--- src/rtl/apb_pkg.sv ---
// Shared types and constants for the APB master slice: FSM states, slave
// indices and default address map / timeout.
package apb_pkg;

  typedef enum logic [1:0] {
    IDLE   = 2'd0,
    SETUP  = 2'd1,
    ACCESS = 2'd2,
    RESP   = 2'd3
  } apb_state_t;

  typedef logic [1:0] slv_idx_t;

  // Index values double as bit positions in the per-slave select vector.
  localparam slv_idx_t SLV_UART = 2'd0;
  localparam slv_idx_t SLV_GPIO = 2'd1;
  localparam slv_idx_t SLV_NONE = 2'd2;

  localparam logic [19:0] DEF_UART_BASE = 20'h00000;
  localparam logic [19:0] DEF_GPIO_BASE = 20'h00001;
  localparam int          DEF_TIMEOUT   = 16;

endpackage

--- src/rtl/apb_addr_decoder.sv ---
// Maps the 4 KiB page of a request address (addr[31:12]) to a slave index;
// pages that match no slave decode to SLV_NONE.
module apb_addr_decoder
  import apb_pkg::*;
#(
  parameter logic [19:0] UART_BASE = DEF_UART_BASE,
  parameter logic [19:0] GPIO_BASE = DEF_GPIO_BASE
) (
  input  logic [19:0] page,
  output slv_idx_t    slv
);

  always_comb begin
    slv = SLV_NONE;
    if (page == UART_BASE) begin
      slv = SLV_UART;
    end else if (page == GPIO_BASE) begin
      slv = SLV_GPIO;
    end
  end

endmodule

--- src/rtl/apb_master.sv ---
// Single-outstanding APB master: valid/ready command in, SETUP/ACCESS transfer
// to the UART or GPIO slave, one-cycle response pulse with data or error out.
module apb_master
  import apb_pkg::*;
#(
  parameter logic [19:0] UART_BASE = DEF_UART_BASE,
  parameter logic [19:0] GPIO_BASE = DEF_GPIO_BASE,
  parameter int          TIMEOUT   = DEF_TIMEOUT
) (
  input  logic        PCLK,
  input  logic        PRESETn,
  input  logic        req_valid,
  output logic        req_ready,
  input  logic        req_write,
  input  logic [31:0] req_addr,
  input  logic [31:0] req_wdata,
  output logic        rsp_valid,
  output logic [31:0] rsp_rdata,
  output logic        rsp_error,
  output logic [31:0] PADDR,
  output logic [31:0] PWDATA,
  output logic        PWRITE,
  output logic        PSEL_UART,
  output logic        PSEL_GPIO,
  output logic        PENABLE,
  input  logic [31:0] PRDATA_UART,
  input  logic [31:0] PRDATA_GPIO,
  input  logic        PREADY_UART,
  input  logic        PREADY_GPIO
);

  localparam int NUM_SLV = 2;
  // The counter only needs to reach TIMEOUT-1 before the abort fires.
  localparam int CNT_W = (TIMEOUT > 1) ? $clog2(TIMEOUT) : 1;
  localparam logic [CNT_W-1:0] CNT_LAST = CNT_W'((TIMEOUT > 0) ? TIMEOUT - 1 : 0);

  apb_state_t       state_reg, state_next;
  slv_idx_t         slv_reg, slv_next, dec_slv;
  logic [31:0]      paddr_reg, paddr_next;
  logic [31:0]      pwdata_reg, pwdata_next;
  logic             pwrite_reg, pwrite_next;
  logic [CNT_W-1:0] wait_cnt_reg, wait_cnt_next;
  logic [31:0]      rsp_rdata_reg, rsp_rdata_next;
  logic             rsp_error_reg, rsp_error_next;

  logic               bus_active;
  logic [NUM_SLV-1:0] psel_vec;
  logic [NUM_SLV-1:0] pready_vec;
  logic [31:0]        prdata_arr   [NUM_SLV];
  logic [31:0]        prdata_gated [NUM_SLV];
  logic               pready_mux;
  logic [31:0]        prdata_mux;

  apb_addr_decoder #(
    .UART_BASE (UART_BASE),
    .GPIO_BASE (GPIO_BASE)
  ) u_dec (
    .page (req_addr[31:12]),
    .slv  (dec_slv)
  );

  assign bus_active    = (state_reg == SETUP) || (state_reg == ACCESS);
  assign prdata_arr[0] = PRDATA_UART;
  assign prdata_arr[1] = PRDATA_GPIO;
  assign pready_vec    = {PREADY_GPIO, PREADY_UART};

  // Select and return-path gating share the latched slave index, so only the
  // addressed slave can ever complete or feed data into a transfer.
  for (genvar gi = 0; gi < NUM_SLV; gi++) begin : g_slv
    assign psel_vec[gi]     = bus_active && (slv_reg == slv_idx_t'(gi));
    assign prdata_gated[gi] = psel_vec[gi] ? prdata_arr[gi] : '0;
  end

  assign pready_mux = |(pready_vec & psel_vec);
  assign prdata_mux = prdata_gated[0] | prdata_gated[1];

  always_ff @(posedge PCLK or negedge PRESETn) begin
    if (!PRESETn) begin
      state_reg     <= IDLE;
      slv_reg       <= SLV_NONE;
      paddr_reg     <= '0;
      pwdata_reg    <= '0;
      pwrite_reg    <= 1'b0;
      wait_cnt_reg  <= '0;
      rsp_rdata_reg <= '0;
      rsp_error_reg <= 1'b0;
    end else begin
      state_reg     <= state_next;
      slv_reg       <= slv_next;
      paddr_reg     <= paddr_next;
      pwdata_reg    <= pwdata_next;
      pwrite_reg    <= pwrite_next;
      wait_cnt_reg  <= wait_cnt_next;
      rsp_rdata_reg <= rsp_rdata_next;
      rsp_error_reg <= rsp_error_next;
    end
  end

  always_comb begin
    state_next     = state_reg;
    slv_next       = slv_reg;
    paddr_next     = paddr_reg;
    pwdata_next    = pwdata_reg;
    pwrite_next    = pwrite_reg;
    wait_cnt_next  = '0;
    rsp_rdata_next = rsp_rdata_reg;
    rsp_error_next = rsp_error_reg;
    case (state_reg)
      IDLE: begin
        if (req_valid) begin
          paddr_next  = req_addr;
          pwdata_next = req_wdata;
          pwrite_next = req_write;
          slv_next    = dec_slv;
          if (dec_slv == SLV_NONE) begin
            rsp_error_next = 1'b1;
            rsp_rdata_next = '0;
            state_next     = RESP;
          end else begin
            state_next = SETUP;
          end
        end
      end
      SETUP: state_next = ACCESS;
      ACCESS: begin
        if (pready_mux) begin
          rsp_rdata_next = pwrite_reg ? '0 : prdata_mux;
          rsp_error_next = 1'b0;
          state_next     = RESP;
        end else if ((TIMEOUT != 0) && (wait_cnt_reg == CNT_LAST)) begin
          rsp_rdata_next = '0;
          rsp_error_next = 1'b1;
          state_next     = RESP;
        end else begin
          wait_cnt_next = wait_cnt_reg + CNT_W'(1);
        end
      end
      RESP:    state_next = IDLE;
      default: state_next = IDLE;
    endcase
  end

  assign req_ready = (state_reg == IDLE);
  assign rsp_valid = (state_reg == RESP);
  assign rsp_rdata = rsp_rdata_reg;
  assign rsp_error = rsp_error_reg;
  assign PADDR     = paddr_reg;
  assign PWDATA    = pwdata_reg;
  assign PWRITE    = pwrite_reg;
  assign PENABLE   = (state_reg == ACCESS);
  assign PSEL_UART = psel_vec[0];
  assign PSEL_GPIO = psel_vec[1];

endmodule

--- config.mk ---
export PLATFORM = sky130hd
export DESIGN_NAME = apb_master
export DESIGN_NICKNAME = d
export VERILOG_FILES = /design/src/rtl/apb_pkg.sv /design/src/rtl/apb_addr_decoder.sv /design/src/rtl/apb_master.sv
export SDC_FILE = /design/constraint.sdc
export NUM_CORES = 1
export LEC_CHECK = 0
export BUFFER_PORTS_ARGS = -buffer_cell sky130_fd_sc_hd__clkbuf_2
export CORE_ASPECT_RATIO = 1.5
export CORE_UTILIZATION = 40
export DETAILED_ROUTE_END_ITERATION = 8
export GPL_TIMING_DRIVEN = 1
export PLACE_DENSITY = 0.72
export SKIP_LAST_GASP = 1
export SLEW_MARGIN = 20
export SYNTH_ARGS = -nofsm -noshare
export SYNTH_HDL_FRONTEND = slang
export SYNTH_SLANG_ARGS = --single-unit
--- constraint.sdc ---
create_clock -name PCLK -period 6.2 [get_ports PCLK]
set_input_delay 0.31 -clock PCLK [delete_from_list [all_inputs] [get_ports PCLK]]
set_output_delay 0.31 -clock PCLK [all_outputs]
set_load 0.005 [all_outputs]
==> results of run 1 <==
[worst min-delay path by stage]
stage | depth (start not counted) | to | from | slack [ns]
floorplan | 0 | PADDR[0] | PRESETn | 0.01
global placement | 1 | rsp_rdata[29] | PRESETn | 0.41
detailed placement | 1 | rsp_rdata[22] | PRESETn | 0.42
CTS | 1 | rsp_rdata[22] | PRESETn | 0.05
global route | 1 | rsp_rdata[22] | PRESETn | 0.07
finish | 1 | rsp_rdata[22] | PRESETn | 0.01
[power breakdown]
| group | internal, uW | switching (uW) |
|---|---|---|
| clock | 333 | 242 |
| sequential | 938 | 130 |
| combinational | 558 | 489 |
| total | 1830 | 861 |
[metrics by stage]
stage	instance area [um2]	instances	hold WS (ns)	setup slack, ns	utilization, %
after floorplan	4710	343	0.0144	4.22	-
after global placement	5960	708	0.409	3.15	51.9
after detailed placement	5960	708	0.416	3.03	51.9
after CTS	6260	723	0.0456	3.02	54.6
after global routing	6270	723	0.0680	2.86	54.6
final	6270	723	0.00952	3.10	54.6
[area by class of cell]
cell class                      instances  area (um2)  share of cell area (%)
Clock buffer                           11         253                    4.03
Clock inverter                          4        51.3                   0.819
Tap cell                              150         188                    3.00
Sequential cell                       106        2650                    42.4
Inverter                                6        22.5                   0.359
Timing Repair Buffer                  238        1200                    19.1
Multi-Input combinational cell        208        1900                    30.3
[logic make-up after synthesis]
| logic type | Yosys count | share of synthesized area (%) |
|---|---|---|
| DFF | 106 | 56.3 |
| muxes | 98 | 25.8 |
| and+or+nand+nor | 58 | 5.84 |
| AOI/OAI and AO/OA | 46 | 6.88 |
| buffers and inverters | 29 | 3.66 |
| adders and majority gates | 5 | 1.33 |
| xor gates and xnor gates | 1 | 0.186 |
[synthesized netlist by cell type, types with 2 or more instances]
| cell | number | area [um2] |
|---|---|---|
| clkbuf_1 | 7 | 26.3 |
| ha_1 | 5 | 62.6 |
| buf_2 | 6 | 30.0 |
| a21o_1 | 2 | 15.0 |
| buf_12 | 3 | 60.1 |
| nor2b_1 | 2 | 12.5 |
| a21oi_1 | 3 | 15.0 |
| nor2_1 | 36 | 135 |
| a22oi_1 | 32 | 240 |
| dfrtp_1 | 105 | 2630 |
| nand2_1 | 8 | 30.0 |
| mux2_2 | 68 | 766 |
| o21ai_0 | 6 | 30.0 |
| nor4_1 | 3 | 18.8 |
| buf_1 | 6 | 22.5 |
| and3_1 | 2 | 12.5 |
| mux2_4 | 30 | 450 |
| inv_1 | 6 | 22.5 |
| a211oi_1 | 2 | 15.0 |
[layer usage]
layer,track usage [%],up-vias,share of wire (%)
met4,7.17,0,1.6
met3,4.90,12,6.8
met1,21.3,1740,40
li1,-,1664,-
met2,32.3,175,51
met5,0,-,0
[worst register-to-register path, cell delays in order, from the launching register on]
cell	delay, ns
dfrtp_1	0.40
inv_1	0.08
ha_1	0.26
nand2_2	0.08
buf_4	0.64
o21ai_0	0.20
nand2_1	0.12
a21o_2	0.77
mux2_2	0.44
==> metrics.csv, run 1 <==
metric,value,unit
rsz0062_at_grt,no,
synth_edf_count,0,
fillCellCount,1001,
grt_pass1_wl,17500,um
timing.fmax,322,MHz
postSynthAreaPerCell,13.7,um2
crit_chain,inv_1 > ha_1 > nand2_2 > buf_4 > o21ai_0 > nand2_1 > a21o_2 > mux2_2,
grt_max_degree,71,
drcViolationCount,0,
place.gp.congestion,0.784,
core_region_area,0.0115,mm2
hold_viol_final,0,
fin_nets,708,
vias_per_cell,4.97,
post_cts_buffers,0,
async_flop_share,100,%
n_antenna_cell,0,
die_height,135,um
dp_hpwl,8560,um
clockBufferDepth,2,
synthCells,343,
path_class,register to register,
cp_slowest_cell,a21o_2,
worstMarginPinSlew,1.02,ns
grt_pass1_vias,3563,
setup_tns,0,ns
period_needed,3.10,ns
worst-path-buf-inv,2,
clk_pin_slew_worst_paths,0.07,ns
io_buffers,236,
ys_seq_elements,106,
endpoint_kind,register,
mostFrequentLayoutCell,clkbuf_2,
via_count,3591,
holdBufCountCts,0,
drt_first_pass_iters,7,
worstPathMaxFanout,70,
clock-sinks,106,
cts.htree.levels,3,
critPathTopFamily,compound AO/OA/AOI/OAI gates,
crit_start,state_reg[1],
initial_core_util,41.1,%
startpoint_type,register,
grt_usage,18.4,%
cts_tree,built,
fin_worst_skew,0.00810,ns
outcome,"finished, final reports clean",
drtAntennaViolNets,0,
cp.arrival,3.33,ns
setup_viol,0,
rr_endpoint,rsp_rdata[0],
cts-root-buf,clkbuf_16,
final_cell_mix,"235 x clkbuf_2, 105 x dfrtp_1, 68 x mux2_2, 36 x nor2_1, 32 x a22oi_1",
overflow,0,
wl_per_cell,15.7,um
die-width,90.6,um
synth_nets,482,
ys_seq_area_share,56.3,%
worstSetupEndpoint,rsp_rdata[0],
dieArea,0.0122,mm2
io-pin-count,237,
timing.rr.start,state_reg[1],
synthFlopType,dfrtp_1,
ys_types,30,
critical_path_required,6.42,ns
powerDensity,429,mW/mm2
antenna_found_initial,0,
relSlewSlack,32.0,%
cts_resized,0,
insertion_delay,0.34,ns
hold_path.class,input pin to async pin,
routed_wirelength,11400,um
drtIter0Drc,105,
rr_worst_depth,8,
post-route-period-util,50.1,%
drive_above_1_share,62.7,%
yosysWarnings,0,
finalMaxSlewViolations,0,
synth_area,0.00471,mm2
p_leak,0.00323,uW
rows,48,
numCtsBuffers,9,
vdd_drop_max,0.000213,V
max_cap_viol_count,0,
syn_to_final_growth,32.9,%
critical_path.max_stage_delay,0.77,ns
power,2690,uW
r2r_setup_slack,3.10,ns
worst-path-stages,8,
No activity file was read; power rests on OpenSTA's default activity.
==> run 2: changes to the inputs <==
ABC_AREA = 1   (was unset)
PLACE_DENSITY = 0.73   (was 0.72)
clock period = 2.84 ns   (was 6.2 ns; I/O delays follow)
==> metrics.csv, run 2 <==
metric,value,unit,change
worst-path-buf-inv,1,,-1
finalMaxSlewViolations,0,,unchanged
cts_tree,built,,
yosysWarnings,0,,unchanged
synth_commonest_cells,"398 x nand2_1, 105 x dfrtp_1, 52 x nor2_1",,
yosysTopAreaCell,dfrtp_1,,
setup_tns,0,ns,unchanged
worstMarginPinSlew,0.893,ns,-0.128 ns
vias_per_cell,4.52,,-9.0%
startpoint_type,register,,
overflow,0,,unchanged
syn_to_final_growth,36.6,%,
dieArea,0.0128,mm2,+4.9%
insertion_delay,0.33,ns,about the same
yosys.area_share.adder,1.26,%,-0.063 points
synth_simple_gate_area_share,39.6,%,+34 points
drive_above_1_share,29.2,%,-33 points
critical_path.max_stage_delay,0.47,ns,-0.30 ns
ys_types,26,,-13%
hold_path.class,input pin to register,,
yosysMostFrequentCell,nand2_1,,
synth.area.top_cells,"dfrtp_1 53%, nand2_1 30%, nor2_1 3.9%",,
critical_path_required,3.06,ns,-3.36 ns
clock-sinks,106,,unchanged
ys_seq_elements,106,,unchanged
post-route-period-util,72.0,%,+22 points
mostFrequentLayoutCell,nand2_1,,
async_flop_share,100,%,unchanged
timing.fmax,489,MHz,+52%
vdd_drop_max,0.000460,V,+120%
endpoint_kind,register,,
top_layer,met4,,
via_count,4790,,+33%
synth_compound_area_share,0.607,%,-6.3 points
cts.htree.levels,3,,unchanged
dp_hpwl,9200,um,+7.6%
met2RoutedLength,6590,um,+13%
initial_core_util,41.2,%,+0.082 points
fin_worst_skew,0.00805,ns,-0.0000457 ns
muxShareOfSynthArea,0,%,-26 points
relSlewSlack,40.4,%,+8.4 points
period_needed,2.04,ns,-1.06 ns
drt_first_pass_iters,4,,-3
clockBufferDepth,2,,unchanged
worstPathMaxFanout,34,,-51%
drtAntennaViolNets,0,,unchanged
powerDensity,903,mW/mm2,+110%
cp_common_cell,nand2_1,,
hold_viol_final,0,,unchanged
wl_per_cell,11.9,um,-24%
crit_chain,inv_1 > ha_1 > nand2_1 > nand2_2 > nand2_4 > nand2_1 > nand2_1,,
cp.arrival,2.27,ns,-1.06 ns
outcome,"finished, final reports clean",,
n_antenna_cell,0,,unchanged
post_cts_buffers,0,,unchanged
cp_slowest_cell,nand2_2,,
rsz0062_at_grt,no,,
fin_nets,1041,,+47%
io-pin-count,237,,unchanged
setup_viol,0,,unchanged
synth_edf_count,0,,unchanged
routed_wirelength,12600,um,+11%
cts-root-buf,clkbuf_16,,
antenna_found_initial,0,,unchanged
core_region_area,0.0120,mm2,+4.8%
synthCells,662,,+93%
numCtsBuffers,9,,unchanged
die-width,92.8,um,+2.4%
p_leak,0.00398,uW,+23%
synthFlopType,dfrtp_1,,
dp.cells,1021,,+44%
synth_xor_xnor_area_share,0.354,%,+0.17 points
grt_pass1_vias,4514,,+27%
die_height,138,um,+2.4%
final_cells,1060,,+47%
synth_top_cell_area_share,53.1,%,-2.6 points
synth_top_family_by_area,simple AND/OR/NAND/NOR gates,,
final_cell_mix,"397 x nand2_1, 235 x clkbuf_2, 105 x dfrtp_1, 52 x nor2_1, 38 x nand3_1",,
path_class,register to register,,
io_buffers,236,,unchanged
max_cap_viol_count,0,,unchanged
grt_usage,20.1,%,+1.7 points
place.gp.congestion,0.785,,+0.10%
critPathTopFamily,simple AND/OR/NAND/NOR gates,,
postSynthAreaPerCell,7.47,um2,-46%
route.met3.wl,755,um,-3.1%
synth_nets,801,,+66%
grt_pass1_wl,20700,um,+19%
drtIter0Drc,138,,+31%
ys_seq_area_share,53.6,%,-2.7 points
routedLengthMet1,4970,um,+8.8%
synth_area,0.00495,mm2,+5.0%
grt_max_degree,67,,-5.6%
clk_pin_slew_worst_paths,0.07,ns,about the same
rows,49,,+2.1%
drcViolationCount,0,,unchanged
[run 2: per-layer routing]
layer / up-vias / GRT usage [%]
met5: - / 0
met4: 0 / 8.18
li1: 2484 / -
met2: 183 / 35.7
met3: 22 / 3.63
met1: 2101 / 23.6
[run 2: worst paths after layout]
kind,from,to,slack (ns),cells past startpoint
setup / recovery,state_reg[0],rsp_rdata[7],0.80,7
hold / removal,req_addr[5],PADDR[5],0.01,3
setup reg to reg,state_reg[0],rsp_rdata[7],0.80,7
hold reg to reg,wait_cnt_reg[0],wait_cnt_reg[0],0.46,1
max in group asynchronous,PRESETn,PWDATA[9],1.70,3
min in group asynchronous,PRESETn,PWDATA[3],0.44,2
[run 2: worst register-to-register path, cell delays in order (launching register included)]
cell	delay (ns)
dfrtp_1	0.39
inv_1	0.13
ha_1	0.26
nand2_1	0.09
nand2_2	0.47
nand2_4	0.37
nand2_1	0.17
nand2_1	0.06
[run 2: report_power, final]
| part | internal (uW) | leakage [uW] | switching (uW) |
|---|---|---|---|
| Clock | 798 | 0.000149 | 521 |
| Combinational | 913 | 0.00246 | 1600 |
| Sequential | 2010 | 0.00137 | 257 |
[run 2: metrics by stage]
| stage | setup slack [ns] | total power (uW) | area (um2) | hold slack [ns] | util (%) |
|---|---|---|---|---|---|
| 3_3_place_gp | 0.891 | 4770 | 6210 | 0.291 | 51.6 |
| 6_report | 0.795 | 6100 | 6760 | 0.0114 | 56.2 |
| 2_1_floorplan | 1.21 | 3950 | 4950 | -0.154 | - |
| 4_1_cts | 0.767 | 6200 | 6760 | 0.0000357 | 56.2 |
| 3_5_place_dp | 0.795 | 4840 | 6210 | 0.300 | 51.6 |
| 5_1_grt | 0.560 | 6640 | 6760 | 0.00287 | 56.2 |
[run 2: cell type report]
class                           count  area (um2)
Timing Repair Buffer              264        1480
Sequential cell                   106        2650
Inverter                           12        45.0
Multi-Input combinational cell    509        2070
Tap cell                          153         191
Clock buffer                       12         246
Clock inverter                      4        75.1
Fill cell                        1173        5260
[run 2: cells by family after synthesis]
| kind of cell | after synthesis |
|---|---|
| XOR/XNOR | 2 |
| flip-flops | 106 |
| AND/OR/NAND/NOR | 496 |
| adder cells (fa/ha/maj) | 5 |
| buffers and inverters | 47 |
| AO/OA/AOI/OAI | 6 |
[run 2: what timing repair did]
action	in CTS	in global routing
hold buffers	23	0
hold endpoints to repair	86	0
gates resized for setup	0	0
==> run 3: changes to the inputs <==
clock period = 1.79 ns   (was 2.84 ns; I/O delays follow)
==> metrics.csv, run 3 (synthesis gave the netlist of run 2 again) <==
metric,value,unit,change
dp.cells,1033,,+1.2%
grt_max_degree,51,,-24%
drcViolationCount,0,,unchanged
startpoint_type,register,,
io_buffers,236,,unchanged
hold_path.class,input pin to register,,
power_frac_seq,33.2,%,-3.9 points
fin_area,0.00756,mm2,+12%
fillCellCount,1050,,-10%
clockBufferDepth,2,,unchanged
insertion_delay,0.34,ns,about the same
p_comb_share,48.9,%,+7.7 points
place.gp.congestion,0.832,,+6.0%
hold_slack,0.0107,ns,-0.000699 ns
swShare,40.5,%,+1.4 points
core_region_area,0.0120,mm2,unchanged
wl_per_cell,13.4,um,+12%
routed_wirelength,15000,um,+19%
drtAntennaViolNets,0,,unchanged
p_int,6510,uW,+75%
drive_above_1_share,32.1,%,+2.8 points
finalMaxSlewViolations,0,,unchanged
antenna_found_initial,0,,unchanged
timing.rr.start,state_reg[1],,
numCtsBuffers,9,,unchanged
clock_power_share,18.0,%,-3.6 points
pre_cts_ws,-0.0317,ns,-0.827 ns
vias_per_cell,4.63,,+2.6%
drt_first_pass_iters,4,,unchanged
mostFrequentLayoutCell,nand2_1,,
outcome,"finished, final reports clean",,
fin_nets,1104,,+6.1%
max_cap_viol_count,0,,unchanged
crit_start,state_reg[1],,
n_antenna_cell,0,,unchanged
via_count,5205,,+8.7%
dp_hpwl,9550,um,+3.8%
rr_worst_depth,10,,+3
rows,49,,unchanged
relSlewSlack,66.8,%,+26 points
critical_path_required,2.01,ns,-1.05 ns
p_leak,0.00430,uW,+8.0%
die_height,138,um,unchanged
drtIter0Drc,125,,-9.4%
r2r_setup_slack,0.02,ns,-0.77 ns
dieArea,0.0128,mm2,unchanged
placed_area,0.00636,mm2,+2.5%
worstMarginPinSlew,0.497,ns,-0.395 ns
cp.arrival,1.99,ns,-0.28 ns
setup_tns,0,ns,unchanged
grt_pass1_vias,4888,,+8.3%
endpoint_kind,register,,
final_cell_mix,"397 x nand2_1, 235 x clkbuf_2, 105 x dfrtp_1, 63 x dlygate4sd3_1, 52 x nor2_1",,
cts.htree.levels,3,,unchanged
seq_area,0.00265,mm2,unchanged
cts-root-buf,clkbuf_16,,
overflow,0,,unchanged
powerDensity,1450,mW/mm2,+60%
path_class,register to register,,
post-route-period-util,98.7,%,+27 points
worstSetupEndpoint,rsp_rdata[2],,
grt_usage,22.5,%,+2.3 points
fin_ws,0.0237,ns,-0.772 ns
multiInputGateArea,0.00221,mm2,+7.0%
rsz0062_at_grt,yes,,
setup_viol,0,,unchanged
worstPathMaxFanout,8,,-76%
timing.fmax,566,MHz,+16%
fin_worst_skew,0.0104,ns,+0.00235 ns
rr_endpoint,rsp_rdata[2],,
period_needed,1.77,ns,-0.278 ns
p_sw,4420,uW,+86%
vdd_drop_max,0.000856,V,+86%
initial_core_util,41.2,%,unchanged
clk_pin_slew_worst_paths,0.07,ns,about the same
hold_viol_final,0,,unchanged
clock-sinks,106,,unchanged
grt_pass1_wl,23000,um,+11%
io-pin-count,237,,unchanged
die-width,92.8,um,unchanged
final_cells,1123,,+5.9%
syn_to_final_growth,52.8,%,
cts_tree,built,,
run 3: through the flow:
step	util [%]	power, uW
4_1_cts	60.7	10200
3_3_place_gp	52.9	7920
2_1_floorplan	-	6270
3_5_place_dp	52.9	8030
6_report	62.9	10900
5_1_grt	62.9	11700
run 3: power groups by stage:
stage	registers [uW]	logic [uW]	clock network [uW]
3_3_place_gp	3620	4300	0
4_1_cts	3610	4540	2010
5_1_grt	3700	5920	2110
3_5_place_dp	3650	4380	0
6_report	3630	5340	1960
2_1_floorplan	3680	2580	0
run 3: worst max-delay path, cell delays in order, from the launching register on:
cell       delay (ns)
dfrtp_1          0.40
inv_2            0.09
ha_4             0.21
nand4_1          0.11
nand3_2          0.12
nor2_4           0.20
nor2_8           0.07
buf_4            0.15
clkbuf_16        0.16
nand3_1          0.08
nand2_1          0.06
run 3: how the worst min path moves through the flow:
stage | startpoint | to | cells past startpoint
final | req_addr[12] | PADDR[12] | 3
after global routing | req_addr[13] | PADDR[13] | 3
after CTS | req_addr[12] | PADDR[12] | 3
after detailed placement | PRESETn | PADDR[17] | 1
after global placement | PRESETn | PADDR[17] | 1
after floorplan | PRESETn | PADDR[0] | 0
run 3: what timing repair did:
action,in CTS,in global routing
gates resized for setup,1,25
endpoints found under the hold margin,93,0
pin swaps,0,7
hold buffers,63,0
gates cloned,0,4
buffers inserted,0,7
endpoints found under the setup margin,33,34
run 3: layout make-up:
class                      instances  area share, %
clock buffer                      10           3.03
clock inverter                     6          0.877
inverter                          12          0.596
multi-input combinational        510           29.3
sequential                       106           35.1
tap                              153           2.53
timing repair buffer             326           28.6
run 3: metal layers:
layer	routed length (um)	track usage [%]
met1	5850	25.4
met2	8170	41.7
met3	658	4.62
met4	323	6.56
met5	0	0
